$ cat src/rtl/pipeline_hazard_ctrl_pkg.sv
// Shared definitions for the pipeline stall/flush controller.
// This covers the state encoding, default M-extension latencies, the hazard-cause enum
// and the NOP encoding.
package hazard_pkg;

  localparam int          DEF_MUL_LAT = 1;
  localparam int          DEF_DIV_LAT = 33;
  localparam int          DEF_CNT_W   = 6;
  localparam logic [31:0] NOP_INSTR   = 32'h0000_0013;

  typedef enum logic {
    ST_RUN    = 1'b0,
    ST_MULDIV = 1'b1
  } state_e;

  // Winning hazard for the current cycle. The first matching rule wins.
  typedef enum logic [2:0] {
    CAUSE_NONE     = 3'd0,
    CAUSE_RESET    = 3'd1,
    CAUSE_DMEM     = 3'd2,
    CAUSE_MULDIV   = 3'd3,
    CAUSE_BRANCH   = 3'd4,
    CAUSE_LOAD_USE = 3'd5,
    CAUSE_IMEM     = 3'd6
  } cause_e;

  // A load in EX writes a register that the instruction in ID actually reads.
  // x0 never creates a dependency.
  function automatic logic load_use_hit(
    input logic       ex_mem_read,
    input logic [4:0] ex_rd,
    input logic [4:0] id_rs1,
    input logic       id_uses_rs1,
    input logic [4:0] id_rs2,
    input logic       id_uses_rs2
  );
    logic dep;
    dep = (id_uses_rs1 && (id_rs1 == ex_rd)) || (id_uses_rs2 && (id_rs2 == ex_rd));
    return ex_mem_read && (ex_rd != 5'd0) && dep;
  endfunction

endpackage

$ cat src/rtl/pipeline_hazard_ctrl_if.sv
// Hazard-controller bus. The pipeline side drives the hazard inputs, and the
// controller returns the hold/flush strobes, debug state and stall counter.
interface pipeline_hazard_ctrl_if;
  logic [4:0]  ID_RS1;
  logic [4:0]  ID_RS2;
  logic        ID_USES_RS1;
  logic        ID_USES_RS2;
  logic [4:0]  EX_RD;
  logic        EX_MEM_READ;
  logic        EX_MULDIV;
  logic        EX_IS_DIV;
  logic        EX_BRANCH_TAKEN;
  logic        IMEM_BUSYWAIT;
  logic        DMEM_BUSYWAIT;
  logic        PC_HOLD;
  logic        IF_ID_HOLD;
  logic        IF_ID_FLUSH;
  logic        ID_EX_HOLD;
  logic        ID_EX_FLUSH;
  logic        EX_MEM_HOLD;
  logic        EX_MEM_FLUSH;
  logic        CTRL_STATE;
  logic [31:0] STALL_COUNT;

  modport master (
    output ID_RS1, ID_RS2, ID_USES_RS1, ID_USES_RS2, EX_RD, EX_MEM_READ,
           EX_MULDIV, EX_IS_DIV, EX_BRANCH_TAKEN, IMEM_BUSYWAIT, DMEM_BUSYWAIT,
    input  PC_HOLD, IF_ID_HOLD, IF_ID_FLUSH, ID_EX_HOLD, ID_EX_FLUSH,
           EX_MEM_HOLD, EX_MEM_FLUSH, CTRL_STATE, STALL_COUNT
  );

  modport slave (
    input  ID_RS1, ID_RS2, ID_USES_RS1, ID_USES_RS2, EX_RD, EX_MEM_READ,
           EX_MULDIV, EX_IS_DIV, EX_BRANCH_TAKEN, IMEM_BUSYWAIT, DMEM_BUSYWAIT,
    output PC_HOLD, IF_ID_HOLD, IF_ID_FLUSH, ID_EX_HOLD, ID_EX_FLUSH,
           EX_MEM_HOLD, EX_MEM_FLUSH, CTRL_STATE, STALL_COUNT
  );
endinterface

$ cat src/rtl/pipeline_hazard_ctrl_chk.sv
// Simulation-only sanity properties for the hazard controller.
module pipeline_hazard_ctrl_chk (
  input logic       CLK,
  input logic       RESET,
  input logic       EX_MULDIV,
  input logic       EX_BRANCH_TAKEN,
  input logic [2:0] hold_s,
  input logic [2:0] flush_s
);
  // An M-extension op never resolves as a taken branch
  a_no_muldiv_branch: assert property (@(posedge CLK) disable iff (RESET)
    !(EX_MULDIV && EX_BRANCH_TAKEN));

  // No pipeline register is frozen and bubbled in the same cycle
  a_hold_flush_excl: assert property (@(posedge CLK)
    ((hold_s & flush_s) == 3'b000));
endmodule

$ cat src/rtl/pipeline_hazard_ctrl_sat_counter32.sv
// 32-bit event counter with synchronous clear that sticks at all-ones.
module sat_counter32 (
  input  logic        CLK,
  input  logic        srst,
  input  logic        en,
  output logic [31:0] count
);
  logic [31:0] count_q;
  logic [31:0] count_d;

  // Next count: clear, saturating increment, or hold
  always_comb begin
    count_d = count_q;
    if (srst) begin
      count_d = 32'h0000_0000;
    end else if (en && (count_q != 32'hFFFF_FFFF)) begin
      count_d = count_q + 32'd1;
    end else begin
      count_d = count_q;
    end
  end

  // Count register
  always_ff @(posedge CLK) begin
    count_q <= count_d;
  end

  assign count = count_q;
endmodule

$ cat src/rtl/pipeline_hazard_ctrl.sv
// Central stall/flush controller for the 5-stage RV32IM pipeline.
// Hold/flush strobes are Mealy outputs of the current state and inputs.
// Multi-cycle MUL/DIV occupancy of EX is tracked by a down-counter.
module pipeline_hazard_ctrl
  import hazard_pkg::*;
#(
  parameter int MUL_LAT = DEF_MUL_LAT,
  parameter int DIV_LAT = DEF_DIV_LAT,
  parameter int CNT_W   = DEF_CNT_W
) (
  input logic                   CLK,
  input logic                   RESET,
  pipeline_hazard_ctrl_if.slave hz
);
  state_e           state_q;
  state_e           state_d;
  logic [CNT_W-1:0] occ_q;
  logic [CNT_W-1:0] occ_d;
  logic [CNT_W-1:0] lat_s;
  logic             load_use_s;
  cause_e           cause_s;
  // {PC_H, IF_ID_H, IF_ID_F, ID_EX_H, ID_EX_F, EX_MEM_H, EX_MEM_F}
  logic [6:0]       strobe_s;

  assign lat_s      = hz.EX_IS_DIV ? CNT_W'(DIV_LAT) : CNT_W'(MUL_LAT);
  assign load_use_s = load_use_hit(hz.EX_MEM_READ, hz.EX_RD, hz.ID_RS1, hz.ID_USES_RS1,
                                   hz.ID_RS2, hz.ID_USES_RS2);

  // Priority-select the hazard cause and compute the next state/occupancy
  always_comb begin
    cause_s = CAUSE_NONE;
    state_d = state_q;
    occ_d   = occ_q;
    if (RESET) begin
      cause_s = CAUSE_RESET;
      state_d = ST_RUN;
      occ_d   = {CNT_W{1'b0}};
    end else if (hz.DMEM_BUSYWAIT) begin
      cause_s = CAUSE_DMEM;
    end else if (state_q == ST_MULDIV) begin
      if (occ_q > CNT_W'(1)) begin
        cause_s = CAUSE_MULDIV;
        occ_d   = occ_q - CNT_W'(1);
      end else begin
        // Last EX cycle of the M op: release without any stall
        state_d = ST_RUN;
        occ_d   = {CNT_W{1'b0}};
      end
    end else if (hz.EX_MULDIV && (lat_s > CNT_W'(1))) begin
      // The first EX cycle is this one, so L-1 cycles remain
      cause_s = CAUSE_MULDIV;
      state_d = ST_MULDIV;
      occ_d   = lat_s - CNT_W'(1);
    end else if (hz.EX_BRANCH_TAKEN) begin
      cause_s = CAUSE_BRANCH;
    end else if (load_use_s) begin
      cause_s = CAUSE_LOAD_USE;
    end else if (hz.IMEM_BUSYWAIT) begin
      cause_s = CAUSE_IMEM;
    end else begin
      cause_s = CAUSE_NONE;
    end
  end

  // Map the winning cause to the hold/flush strobes
  always_comb begin
    strobe_s = 7'b000_0000;
    case (cause_s)
      CAUSE_RESET:    strobe_s = 7'b001_0101;
      CAUSE_DMEM:     strobe_s = 7'b110_1010;
      CAUSE_MULDIV:   strobe_s = 7'b110_1001;
      CAUSE_BRANCH:   strobe_s = 7'b001_0100;
      CAUSE_LOAD_USE: strobe_s = 7'b110_0100;
      CAUSE_IMEM:     strobe_s = 7'b101_0000;
      default:        strobe_s = 7'b000_0000;
    endcase
  end

  // Controller state and M-op occupancy registers
  always_ff @(posedge CLK) begin
    state_q <= state_d;
    occ_q   <= occ_d;
  end

  assign hz.PC_HOLD      = strobe_s[6];
  assign hz.IF_ID_HOLD   = strobe_s[5];
  assign hz.IF_ID_FLUSH  = strobe_s[4];
  assign hz.ID_EX_HOLD   = strobe_s[3];
  assign hz.ID_EX_FLUSH  = strobe_s[2];
  assign hz.EX_MEM_HOLD  = strobe_s[1];
  assign hz.EX_MEM_FLUSH = strobe_s[0];
  assign hz.CTRL_STATE   = (state_q == ST_MULDIV);

  sat_counter32 u_stall_cnt (
    .CLK   (CLK),
    .srst  (RESET),
    .en    (strobe_s[6]),
    .count (hz.STALL_COUNT)
  );

  pipeline_hazard_ctrl_chk u_chk (
    .CLK             (CLK),
    .RESET           (RESET),
    .EX_MULDIV       (hz.EX_MULDIV),
    .EX_BRANCH_TAKEN (hz.EX_BRANCH_TAKEN),
    .hold_s          ({strobe_s[5], strobe_s[3], strobe_s[1]}),
    .flush_s         ({strobe_s[4], strobe_s[2], strobe_s[0]})
  );
endmodule

$ cat src/flat_wrapper.sv
// flat-port wrapper written by rule: the top's interface ports become plain ports
module pipeline_hazard_ctrl_flat import hazard_pkg::*;
#(
  parameter int MUL_LAT = DEF_MUL_LAT,
  parameter int DIV_LAT = DEF_DIV_LAT,
  parameter int CNT_W   = DEF_CNT_W
)
  (CLK, RESET, hz_ID_RS1, hz_ID_RS2, hz_ID_USES_RS1, hz_ID_USES_RS2, hz_EX_RD, hz_EX_MEM_READ, hz_EX_MULDIV, hz_EX_IS_DIV, hz_EX_BRANCH_TAKEN, hz_IMEM_BUSYWAIT, hz_DMEM_BUSYWAIT, hz_PC_HOLD, hz_IF_ID_HOLD, hz_IF_ID_FLUSH, hz_ID_EX_HOLD, hz_ID_EX_FLUSH, hz_EX_MEM_HOLD, hz_EX_MEM_FLUSH, hz_CTRL_STATE, hz_STALL_COUNT);
  pipeline_hazard_ctrl_if hz_i ();
  input logic CLK;
  input logic RESET;
  input wire logic [$bits(hz_i.ID_RS1)-1:0] hz_ID_RS1;
  input wire logic [$bits(hz_i.ID_RS2)-1:0] hz_ID_RS2;
  input wire logic [$bits(hz_i.ID_USES_RS1)-1:0] hz_ID_USES_RS1;
  input wire logic [$bits(hz_i.ID_USES_RS2)-1:0] hz_ID_USES_RS2;
  input wire logic [$bits(hz_i.EX_RD)-1:0] hz_EX_RD;
  input wire logic [$bits(hz_i.EX_MEM_READ)-1:0] hz_EX_MEM_READ;
  input wire logic [$bits(hz_i.EX_MULDIV)-1:0] hz_EX_MULDIV;
  input wire logic [$bits(hz_i.EX_IS_DIV)-1:0] hz_EX_IS_DIV;
  input wire logic [$bits(hz_i.EX_BRANCH_TAKEN)-1:0] hz_EX_BRANCH_TAKEN;
  input wire logic [$bits(hz_i.IMEM_BUSYWAIT)-1:0] hz_IMEM_BUSYWAIT;
  input wire logic [$bits(hz_i.DMEM_BUSYWAIT)-1:0] hz_DMEM_BUSYWAIT;
  output wire logic [$bits(hz_i.PC_HOLD)-1:0] hz_PC_HOLD;
  output wire logic [$bits(hz_i.IF_ID_HOLD)-1:0] hz_IF_ID_HOLD;
  output wire logic [$bits(hz_i.IF_ID_FLUSH)-1:0] hz_IF_ID_FLUSH;
  output wire logic [$bits(hz_i.ID_EX_HOLD)-1:0] hz_ID_EX_HOLD;
  output wire logic [$bits(hz_i.ID_EX_FLUSH)-1:0] hz_ID_EX_FLUSH;
  output wire logic [$bits(hz_i.EX_MEM_HOLD)-1:0] hz_EX_MEM_HOLD;
  output wire logic [$bits(hz_i.EX_MEM_FLUSH)-1:0] hz_EX_MEM_FLUSH;
  output wire logic [$bits(hz_i.CTRL_STATE)-1:0] hz_CTRL_STATE;
  output wire logic [$bits(hz_i.STALL_COUNT)-1:0] hz_STALL_COUNT;
  assign hz_i.ID_RS1 = hz_ID_RS1;
  assign hz_i.ID_RS2 = hz_ID_RS2;
  assign hz_i.ID_USES_RS1 = hz_ID_USES_RS1;
  assign hz_i.ID_USES_RS2 = hz_ID_USES_RS2;
  assign hz_i.EX_RD = hz_EX_RD;
  assign hz_i.EX_MEM_READ = hz_EX_MEM_READ;
  assign hz_i.EX_MULDIV = hz_EX_MULDIV;
  assign hz_i.EX_IS_DIV = hz_EX_IS_DIV;
  assign hz_i.EX_BRANCH_TAKEN = hz_EX_BRANCH_TAKEN;
  assign hz_i.IMEM_BUSYWAIT = hz_IMEM_BUSYWAIT;
  assign hz_i.DMEM_BUSYWAIT = hz_DMEM_BUSYWAIT;
  assign hz_PC_HOLD = hz_i.PC_HOLD;
  assign hz_IF_ID_HOLD = hz_i.IF_ID_HOLD;
  assign hz_IF_ID_FLUSH = hz_i.IF_ID_FLUSH;
  assign hz_ID_EX_HOLD = hz_i.ID_EX_HOLD;
  assign hz_ID_EX_FLUSH = hz_i.ID_EX_FLUSH;
  assign hz_EX_MEM_HOLD = hz_i.EX_MEM_HOLD;
  assign hz_EX_MEM_FLUSH = hz_i.EX_MEM_FLUSH;
  assign hz_CTRL_STATE = hz_i.CTRL_STATE;
  assign hz_STALL_COUNT = hz_i.STALL_COUNT;
  pipeline_hazard_ctrl #(.MUL_LAT(MUL_LAT), .DIV_LAT(DIV_LAT), .CNT_W(CNT_W)) u_core (.CLK(CLK), .RESET(RESET), .hz(hz_i));
endmodule
$ cat config.mk
export PLATFORM = sky130hd
export DESIGN_NAME = pipeline_hazard_ctrl_flat
export DESIGN_NICKNAME = d
export VERILOG_FILES = /design/src/rtl/pipeline_hazard_ctrl_pkg.sv /design/src/rtl/pipeline_hazard_ctrl_if.sv /design/src/rtl/pipeline_hazard_ctrl_chk.sv /design/src/rtl/pipeline_hazard_ctrl_sat_counter32.sv /design/src/rtl/pipeline_hazard_ctrl.sv /design/src/flat_wrapper.sv
export SDC_FILE = /design/constraint.sdc
export NUM_CORES = 1
export LEC_CHECK = 0
export CORE_UTILIZATION = 48
export DETAILED_ROUTE_END_ITERATION = 7
export PLACE_DENSITY_LB_ADDON = 0.15
export SLEW_MARGIN = 20
export SYNTH_ARGS = -nofsm -noshare
export SYNTH_HDL_FRONTEND = slang
export SYNTH_SLANG_ARGS = --single-unit
$ cat constraint.sdc
create_clock -name CLK -period 3.3 [get_ports CLK]
set_clock_uncertainty 0.1 [all_clocks]
set_input_delay 0.66 -clock CLK [delete_from_list [all_inputs] [get_ports CLK]]
set_output_delay 0.66 -clock CLK [all_outputs]
set_load 0.02 [all_outputs]
==> results.py, run 1 <==
metrics = {
    "synth": {
        "ys_ff_latch": 39,
        "synth_top_cell_by_area": "dfxtp_1",
        "syn_nets": 304,
        "syn_inst": 276,
        "yosysSeqAreaShare": 0.349,
        "synth_edf_count": 0,
        "async_reset_ff_frac": 0,
        "ys_types": 47,
        "synth_area_per_cell_um2": 8.11,
        "netlist_area_um2": 2240,
        "synthFlopType": "dfxtp_1",
        "yosysWarnings": 0,
        "yosysTopAreaCellShare": 0.349,
        "ys_top_cells_by_area": "dfxtp_1 (35%), nor2_1 (5.7%), xor2_1 (5.5%), xnor2_1 (5.1%), nand4_1 (4.8%)",
    },
    "finish": {
        "antenna_cells": 0,
        "layout-drive-gt1-share": 0.118,
        "utilization": 0.711,
        "area_growth_pct": 40.3,
        "final_net_count": 382,
    },
    "setup_path": {
        "critical_path.max_stage_delay_ns": 0.52,
        "crit_slowest_cell": "or4_4",
        "critPathRequiredTime_ns": 2.54,
        "cp.arrival_ns": 2.48,
        "startpoint_type": "input pin",
        "critPathCaptureType": "output pin",
        "worstPathMaxFanout": 3,
        "path_cells": "clkdlybuf4s50_1 -> or4_4 -> o211ai_4 -> mux2_4 -> clkdlybuf4s15_2",
        "worstSetupPathType": "in -> out",
    },
    "clock_network": {
        "htree_levels": 2,
        "ctsRootBufferMaster": "clkbuf_8",
        "clock_sinks": 39,
        "cts_tree": "done",
        "clk_path_buf_depth": 2,
        "insertion_delay_ns": 0.29,
        "cts_buffers": 5,
        "cts_setup_buffers": 0,
        "path_clk_slew_ns": 0.08,
    },
    "sta": {
        "worst_pin_slew_ns": 0.554,
        "period_needed_ns": 3.24,
        "fin_crit_sh": 0.983,
        "hold_viol": 0,
        "rsz0062_at_grt": "no",
        "fmax_mhz": 308,
        "max_slew_margin": 0.627,
        "fin_setup_tns_ns": 0,
        "finalSetupViolations": 0,
        "finalMaxSlewViolations": 0,
    },
    "pwr": {
        "power.leakage_nw": 1.13,
        "power_density_nw_per_um2": 337,
        "vdd_drop_max_mv": 0.161,
        "power_mw": 1.06,
    },
    "floorplanning": {
        "core_um2": 4410,
        "fp-row-count": 24,
        "die_area_um2": 4940,
        "chipWidth_um": 70.3,
        "pin_count": 65,
        "fp.dieH_um": 70.3,
        "start_util": 0.507,
    },
    "drt": {
        "drtIter0Drc": 119,
        "wl_per_cell_um": 13.3,
        "first_pass_iters": 6,
        "drc": 0,
        "routed_wl_mm": 5.42,
        "vias": 2309,
        "final_antenna_net_count": 0,
        "vias_per_cell": 5.67,
    },
    "grt": {
        "overflow": 0,
        "grt_pass1_vias": 2032,
        "grt_pass1_wl_mm": 8.87,
        "grt_use_total": 0.219,
        "grt_max_degree": 27,
        "antenna_found_initial": 0,
    },
    "placed_design": {
        "gp_congestion": 0.819,
        "portBuffers": 64,
        "dp_hpwl_mm": 3.96,
    },
    "status": {
        "outcome": "complete, no violations",
    },
    "job": {
        "maxCapViolations": 0,
    },
    "min_path": {
        "hold_class": "reg -> reg",
    },
}
## worst max-delay path, delay by kind of cell
family	cells	cell delay [ns]
buf+inv	2	0.72
mux	1	0.34
compound gates	1	0.24
simple gates	1	0.52
## power by group
part	leakage, nW	internal [mW]	switching, mW	total, mW
Sequential	0.315	0.476	0.00674	0.483
Combinational	0.754	0.0825	0.0786	0.161
Clock	0.0612	0.245	0.169	0.414
Total	1.13	0.803	0.255	1.06
## cell usage after synthesis, types with 2 or more instances
library cell  instances
nand2_1              17
buf_6                 3
and2_1                3
buf_2                 2
o31ai_1               7
xor2_1               14
a21o_1                3
or3_1                 6
dfxtp_1              39
nor2b_1               6
nand4_1              17
a21oi_1              17
clkbuf_1              5
o21ai_0               9
a31oi_1               2
o22ai_1               4
nor2_1               34
nand3_2               3
ha_1                  3
inv_1                 9
nor3_1                9
and4_1                2
nand3_1              16
or4_1                 6
and3_1                6
xnor2_1              13
## per-stage QoR
stage | std cells | setup WS, ns | area (um^2) | hold WS [ns]
floorplan | 276 | 0.541 | 2240 | 0.340
global placement | 399 | -0.241 | 3010 | 0.365
detailed placement | 399 | -0.273 | 3010 | 0.371
CTS | 407 | 0.00864 | 3130 | 0.395
global route | 407 | 0.0208 | 3140 | 0.418
finish | 407 | 0.0565 | 3140 | 0.394
## routing by layer
layer | track usage | part of all wire | vias to the layer above
met1 | 0.277 | 0.45 | 1083
met5 | 0 | 0 | -
met2 | 0.347 | 0.47 | 70
li1 | - | - | 1147
met4 | 0.0800 | 0.012 | 0
met3 | 0.0678 | 0.064 | 9
## layout by cell type (no fill, tap or decap), types with 2 or more instances in the layout
cell,netlist,final
clkdlybuf4s50_1,0,57
dfxtp_1,39,39
nor2_1,34,34
buf_4,1,19
nand4_1,17,17
nand2_1,17,17
a21oi_1,17,17
nand3_1,16,16
xor2_1,14,14
xnor2_1,13,13
inv_1,9,9
nor3_1,9,9
o21ai_0,9,9
o31ai_1,7,7
or3_1,6,6
and3_1,6,6
or4_1,6,6
nor2b_1,6,6
clkbuf_8,0,6
a21o_1,3,3
and2_1,3,3
o22ai_1,4,3
nand3_2,3,3
ha_1,3,3
dlymetal6s2s_1,0,3
and4_1,2,2
a31oi_1,2,2
## logic make-up (layout without fill, tap and decap cells)
| family | Yosys count | after routing | share of synthesized area |
|---|---|---|---|
| buf+inv | 21 | 100 | 0.0481 |
| flops | 39 | 39 | 0.349 |
| xor+xnor | 27 | 27 | 0.106 |
| compound gates | 50 | 50 | 0.141 |
| simple gates | 134 | 134 | 0.327 |
| mux | 2 | 2 | 0.0117 |
| fa+ha+maj | 3 | 3 | 0.0168 |
## state kept, by name (all words and copies together), names as in the netlist
name / flops
u_core.u_stall_cnt.count: 32
u_core.hz.CTRL_STATE: 1
u_core.occ_q: 6
## area by class of cell
class / count / area (um^2)
Multi-Input combinational cell: 216 / 1360
Fill cell: 373 / 1280
Timing Repair Buffer: 83 / 786
Sequential cell: 39 / 781
Clock buffer: 6 / 82.6
Tap cell: 52 / 65.1
Clock inverter: 2 / 35.0
Inverter: 9 / 33.8
## repair_timing
| action | CTS | global route |
|---|---|---|
| setup endpoints to repair | 4 | 7 |
| gates resized for setup | 7 | 7 |
| pin swaps | 0 | 2 |
| hold buffers | 0 | 0 |
## worst paths after layout
check	from	endpoint	slack [ns]	cells after the start
worst max-delay path	hz_EX_RD[3]	hz_PC_HOLD	0.06	5
worst min-delay path	u_core.occ_q[4]$_SDFFE_PP0P_	u_core.occ_q[4]$_SDFFE_PP0P_	0.39	1
worst max register to register	u_core.occ_q[0]$_SDFFE_PP0P_	u_core.u_stall_cnt.count[5]$_SDFFE_PP0P_	0.39	12
worst min register to register	u_core.occ_q[4]$_SDFFE_PP0P_	u_core.occ_q[4]$_SDFFE_PP0P_	0.39	1
No activity file was read; power rests on OpenSTA's default activity.
==> run 2, diff against run 1 <==
- CORE_MARGIN: not set -> 3
==> results.py, run 2 (synthesized netlist as in run 1, its figures left out) <==
metrics = {
    "min_path": {
        "hold_path.startpoint": "u_core.occ_q[4]$_SDFFE_PP0P_",
        "hold_path_end": "u_core.occ_q[4]$_SDFFE_PP0P_",
        "hold_class": "reg -> reg",
        "hold_depth": 1,
    },
    "sta": {
        "fmax_mhz": 311,
        "finalSetupViolations": 0,
        "hold_viol": 0,
        "rsz0062_at_grt": "no",
        "finalMaxSlewViolations": 0,
        "max_slew_margin": 0.616,
        "fin_crit_sh": 0.975,
        "period_needed_ns": 3.22,
        "worst_pin_slew_ns": 0.571,
    },
    "clock_network": {
        "path_clk_slew_ns": 0.08,
        "cts_setup_buffers": 0,
        "clk_path_buf_depth": 2,
        "cts_buffers": 5,
        "insertion_delay_ns": 0.29,
        "clock_sinks": 39,
        "htree_levels": 2,
        "ctsRootBufferMaster": "clkbuf_8",
        "cts_tree": "done",
        "holdBufCountCts": 0,
    },
    "finish": {
        "largest_register_ffs": 32,
        "layout-drive-gt1-share": 0.121,
        "area_growth_pct": 39.9,
        "antenna_cells": 0,
        "final_area_um2": 3130,
        "final_common_cell": "clkdlybuf4s50_1",
        "final_cell_mix": "clkdlybuf4s50_1 (57), dfxtp_1 (39), nor2_1 (34)",
        "utilization": 0.709,
        "n_fill_cell": 373,
        "final_net_count": 383,
    },
    "setup_path": {
        "reg2reg_to": "u_core.u_stall_cnt.count[25]$_SDFFE_PP0P_",
        "cp.arrival_ns": 2.46,
        "critical_path.max_stage_delay_ns": 0.52,
        "cp-startpoint": "hz_EX_RD[3]",
        "ff2ff_path_depth": 11,
        "rr_startpoint": "u_core.occ_q[0]$_SDFFE_PP0P_",
        "startpoint_type": "input pin",
        "crit_slowest_cell": "or4_4",
        "worstPathMaxFanout": 3,
        "critPathRequiredTime_ns": 2.54,
        "worstSetupPathType": "in -> out",
        "r2r_slack_ns": 0.43,
        "critPathCaptureType": "output pin",
        "path_cells": "clkdlybuf4s50_1 -> or4_4 -> o211ai_4 -> mux2_4 -> clkdlybuf4s15_2",
    },
    "pwr": {
        "vdd_drop_max_mv": 0.192,
        "power_density_nw_per_um2": 321,
        "power.leakage_nw": 1.12,
    },
    "grt": {
        "grt_max_degree": 27,
        "grt_use_total": 0.208,
        "grt_pass1_wl_mm": 9.14,
        "antenna_found_initial": 0,
        "grt_pass1_vias": 2047,
        "overflow": 0,
    },
    "drt": {
        "final_antenna_net_count": 0,
        "drtIter0Drc": 152,
        "routed_wl_mm": 5.44,
        "vias": 2314,
        "wl_per_cell_um": 13.3,
        "vias_per_cell": 5.67,
        "drc": 0,
        "first_pass_iters": 4,
    },
    "placed_design": {
        "gp_congestion": 0.790,
        "placed_area_um2": 3020,
        "dp_hpwl_mm": 4.07,
        "portBuffers": 64,
    },
    "floorplanning": {
        "core_um2": 4410,
        "die_area_um2": 5520,
        "chipWidth_um": 74.3,
        "fp-row-count": 24,
        "pin_count": 65,
        "fp.dieH_um": 74.3,
        "start_util": 0.507,
    },
    "job": {
        "maxCapViolations": 0,
    },
    "status": {
        "outcome": "complete, no violations",
    },
}
==> run 2: changes by cell type in the layout (fill, tap and decap cells not counted) <==
cell and delta:
buf_4 +1, bufinv_16 -1, clkbuf_8 +1, clkdlybuf4s15_1 -1
clkinv_2 -1, clkinvlp_4 +1, dlygate4sd2_1 +1
==> run 2: timing repair <==
| action | CTS | global route |
|---|---|---|
| endpoints found under the hold margin | 0 | 0 |
| resized for setup | 7 | 6 |
| cloned | 0 | 0 |
| pin swaps | 0 | 1 |
| setup endpoints to repair | 4 | 4 |
==> run 2: where the power goes <==
group          switching (mW)  internal, mW  leakage, nW
sequential            0.00687         0.476        0.315
combinational          0.0794        0.0837        0.759
clock                   0.168         0.190       0.0505
==> run 2: metrics by stage <==
step	worst slack, ns	setup TNS [ns]	hold WS [ns]	power (mW)	instances
finish	0.0817	0	0.390	1.00	408
global route	0.0213	0	0.418	1.05	408
CTS	0.000950	0	0.384	1.02	408
detailed placement	-0.271	-1.71	0.362	0.659	400
global placement	-0.242	-1.26	0.361	0.657	400
floorplan	0.541	0	0.340	0.581	276
==> run 2: layout make-up <==
cell class | instances | area [um^2] | area share
Multi-Input combinational cell | 216 | 1360 | 0.433
Timing Repair Buffer | 84 | 792 | 0.253
Sequential cell | 39 | 781 | 0.249
Clock buffer | 7 | 96.3 | 0.0308
Tap cell | 52 | 65.1 | 0.0208
Inverter | 9 | 33.8 | 0.0108
Clock inverter | 1 | 7.51 | 0.00240
==> run 2: worst max-delay path by stage <==
stage,to,cells past startpoint
finish,hz_PC_HOLD,5
global route,hz_IF_ID_FLUSH,8
CTS,hz_ID_EX_HOLD,7
detailed placement,hz_PC_HOLD,5
global placement,hz_PC_HOLD,5
floorplan,hz_PC_HOLD,5
==> run 2: worst max-delay path, delay by kind of cell <==
family	cells	cell delay, ns
AOI/OAI and AO/OA	1	0.21
buffers and inverters	2	0.74
muxes	1	0.34
and+or+nand+nor	1	0.52
==> run 2: layer usage <==
layer / GRT usage / vias up / wire length, um
met4: 0.0534 / 0 / 55
met1: 0.273 / 1074 / 2460
met2: 0.336 / 83 / 2480
met3: 0.0622 / 7 / 451
li1: - / 1150 / -
met5: 0 / - / 0
==> run 3, diff against run 2 <==
- CORE_ASPECT_RATIO: not set -> 0.9
- GPL_TIMING_DRIVEN: not set -> 0
- clock period: 3.3 -> 3.4 ns (I/O delays scaled with it)
==> results.py, run 3 (synthesized netlist as in run 1, its figures left out) <==
metrics = {
    "finish": {
        "final_cell_mix": "clkdlybuf4s50_1 (54), dfxtp_1 (39), nor2_1 (34)",
        "utilization": 0.722,
        "antenna_cells": 0,
        "area_growth_pct": 37.6,
        "final_common_cell": "clkdlybuf4s50_1",
        "layout-drive-gt1-share": 0.0948,
        "stdcell_count": 408,
        "largest_register_ffs": 32,
        "final_net_count": 375,
    },
    "clock_network": {
        "clock_sinks": 39,
        "ctsRootBufferMaster": "clkbuf_8",
        "insertion_delay_ns": 0.29,
        "htree_levels": 2,
        "path_clk_slew_ns": 0.08,
        "cts_buffers": 5,
        "cts_tree": "done",
        "clk_path_buf_depth": 2,
    },
    "setup_path": {
        "worstSetupPathType": "in -> out",
        "critPathRequiredTime_ns": 2.62,
        "cp.arrival_ns": 2.51,
        "critPathCaptureType": "output pin",
        "worstPathMaxFanout": 10,
        "startpoint_type": "input pin",
    },
    "placed_design": {
        "dp_slack_ns": -0.533,
        "dp_hpwl_mm": 4.38,
        "gp_congestion": 0.806,
        "dp.cells": 400,
        "portBuffers": 64,
    },
    "grt": {
        "antenna_found_initial": 0,
        "grt_max_degree": 14,
        "grt_use_total": 0.215,
        "overflow": 0,
        "grt_pass1_wl_mm": 9.79,
        "grt_pass1_vias": 2111,
    },
    "status": {
        "outcome": "complete, no violations",
    },
    "floorplanning": {
        "pin_count": 65,
        "start_util": 0.524,
        "chipWidth_um": 78.0,
        "fp.dieH_um": 70.8,
        "fp-row-count": 22,
        "die_area_um2": 5520,
        "core_um2": 4270,
    },
    "pwr": {
        "power_density_nw_per_um2": 326,
        "vdd_drop_max_mv": 0.255,
        "power.leakage_nw": 1.08,
    },
    "min_path": {
        "hold_class": "reg -> reg",
    },
    "sta": {
        "max_slew_margin": 0.597,
        "worst_pin_slew_ns": 0.599,
        "fin_setup_tns_ns": 0,
        "finalSetupViolations": 0,
        "holdWs_ns": 0.396,
        "fmax_mhz": 304,
        "rsz0062_at_grt": "no",
        "period_needed_ns": 3.29,
        "finalMaxSlewViolations": 0,
        "fin_ws_ns": 0.107,
        "hold_viol": 0,
        "fin_crit_sh": 0.968,
    },
    "drt": {
        "final_antenna_net_count": 0,
        "first_pass_iters": 4,
        "vias": 2307,
        "routed_wl_mm": 5.79,
        "drc": 0,
        "vias_per_cell": 5.65,
        "drtIter0Drc": 198,
        "wl_per_cell_um": 14.2,
    },
    "job": {
        "maxCapViolations": 0,
    },
}
==> run 3: changes by cell type in the layout (fill, tap and decap cells not counted), moves of 3 or more <==
cell	before	now
buf_4	20	3
clkbuf_1	0	3
clkdlybuf4s50_1	57	54
buf_2	0	3
dlygate4sd2_1	2	8
==> run 3: layout make-up <==
cell class | instances | area, um^2
multi-input combinational | 216 | 1370
clock inverter | 3 | 43.8
tap | 60 | 75.1
sequential | 39 | 781
buffer | 11 | 68.8
inverter | 9 | 33.8
clock buffer | 5 | 68.8
fill | 363 | 1190
timing repair buffer | 65 | 638
==> run 3: power breakdown <==
part	internal, mW	switching, mW	total [mW]	leakage (nW)
Combinational	0.0743	0.0782	0.152	0.705
Clock	0.218	0.163	0.382	0.0581
Sequential	0.462	0.00700	0.469	0.315
==> run 3: worst max-delay path, stage by stage <==
cell             delay (ns)
clkdlybuf4s50_1        0.48
clkbuf_2               0.24
clkbuf_4               0.26
buf_2                  0.25
nor2_1                 0.06
clkdlybuf4s50_1        0.54
==> run 3: final timing paths <==
check / from / end / slack, ns / cells after the start
worst max-delay path: RESET / hz_EX_MEM_HOLD / 0.11 / 6
worst min-delay path: u_core.occ_q[4]$_SDFFE_PP0P_ / u_core.occ_q[4]$_SDFFE_PP0P_ / 0.40 / 1
worst max register to register: u_core.u_stall_cnt.count[25]$_SDFFE_PP0P_ / u_core.u_stall_cnt.count[22]$_SDFFE_PP0P_ / 0.74 / 10
worst min register to register: u_core.occ_q[4]$_SDFFE_PP0P_ / u_core.occ_q[4]$_SDFFE_PP0P_ / 0.40 / 1
==> run 3: timing repair <==
item	CTS	global route
endpoints found under the hold margin	0	0
setup endpoints to repair	5	2
gates resized for setup	16	6
setup buffers	1	0
pin swaps	1	1
hold buffers	0	0
==> run 3: metal layers <==
metal,vias up,share of wire,routed length [um],global-route usage
li1,1137,-,-,-
met1,1076,0.45,2600,0.301
met2,84,0.46,2690,0.337
met3,10,0.072,416,0.0407
met4,0,0.015,88,0.0641
met5,-,0,0,0
==> run 3: metrics by stage <==
stage / instance area (um^2) / total power, mW
3_3_place_gp: 2950 / 0.633
3_5_place_dp: 2950 / 0.636
2_1_floorplan: 2240 / 0.564
5_1_grt: 3080 / 1.05
4_1_cts: 3070 / 1.01
6_report: 3080 / 1.00
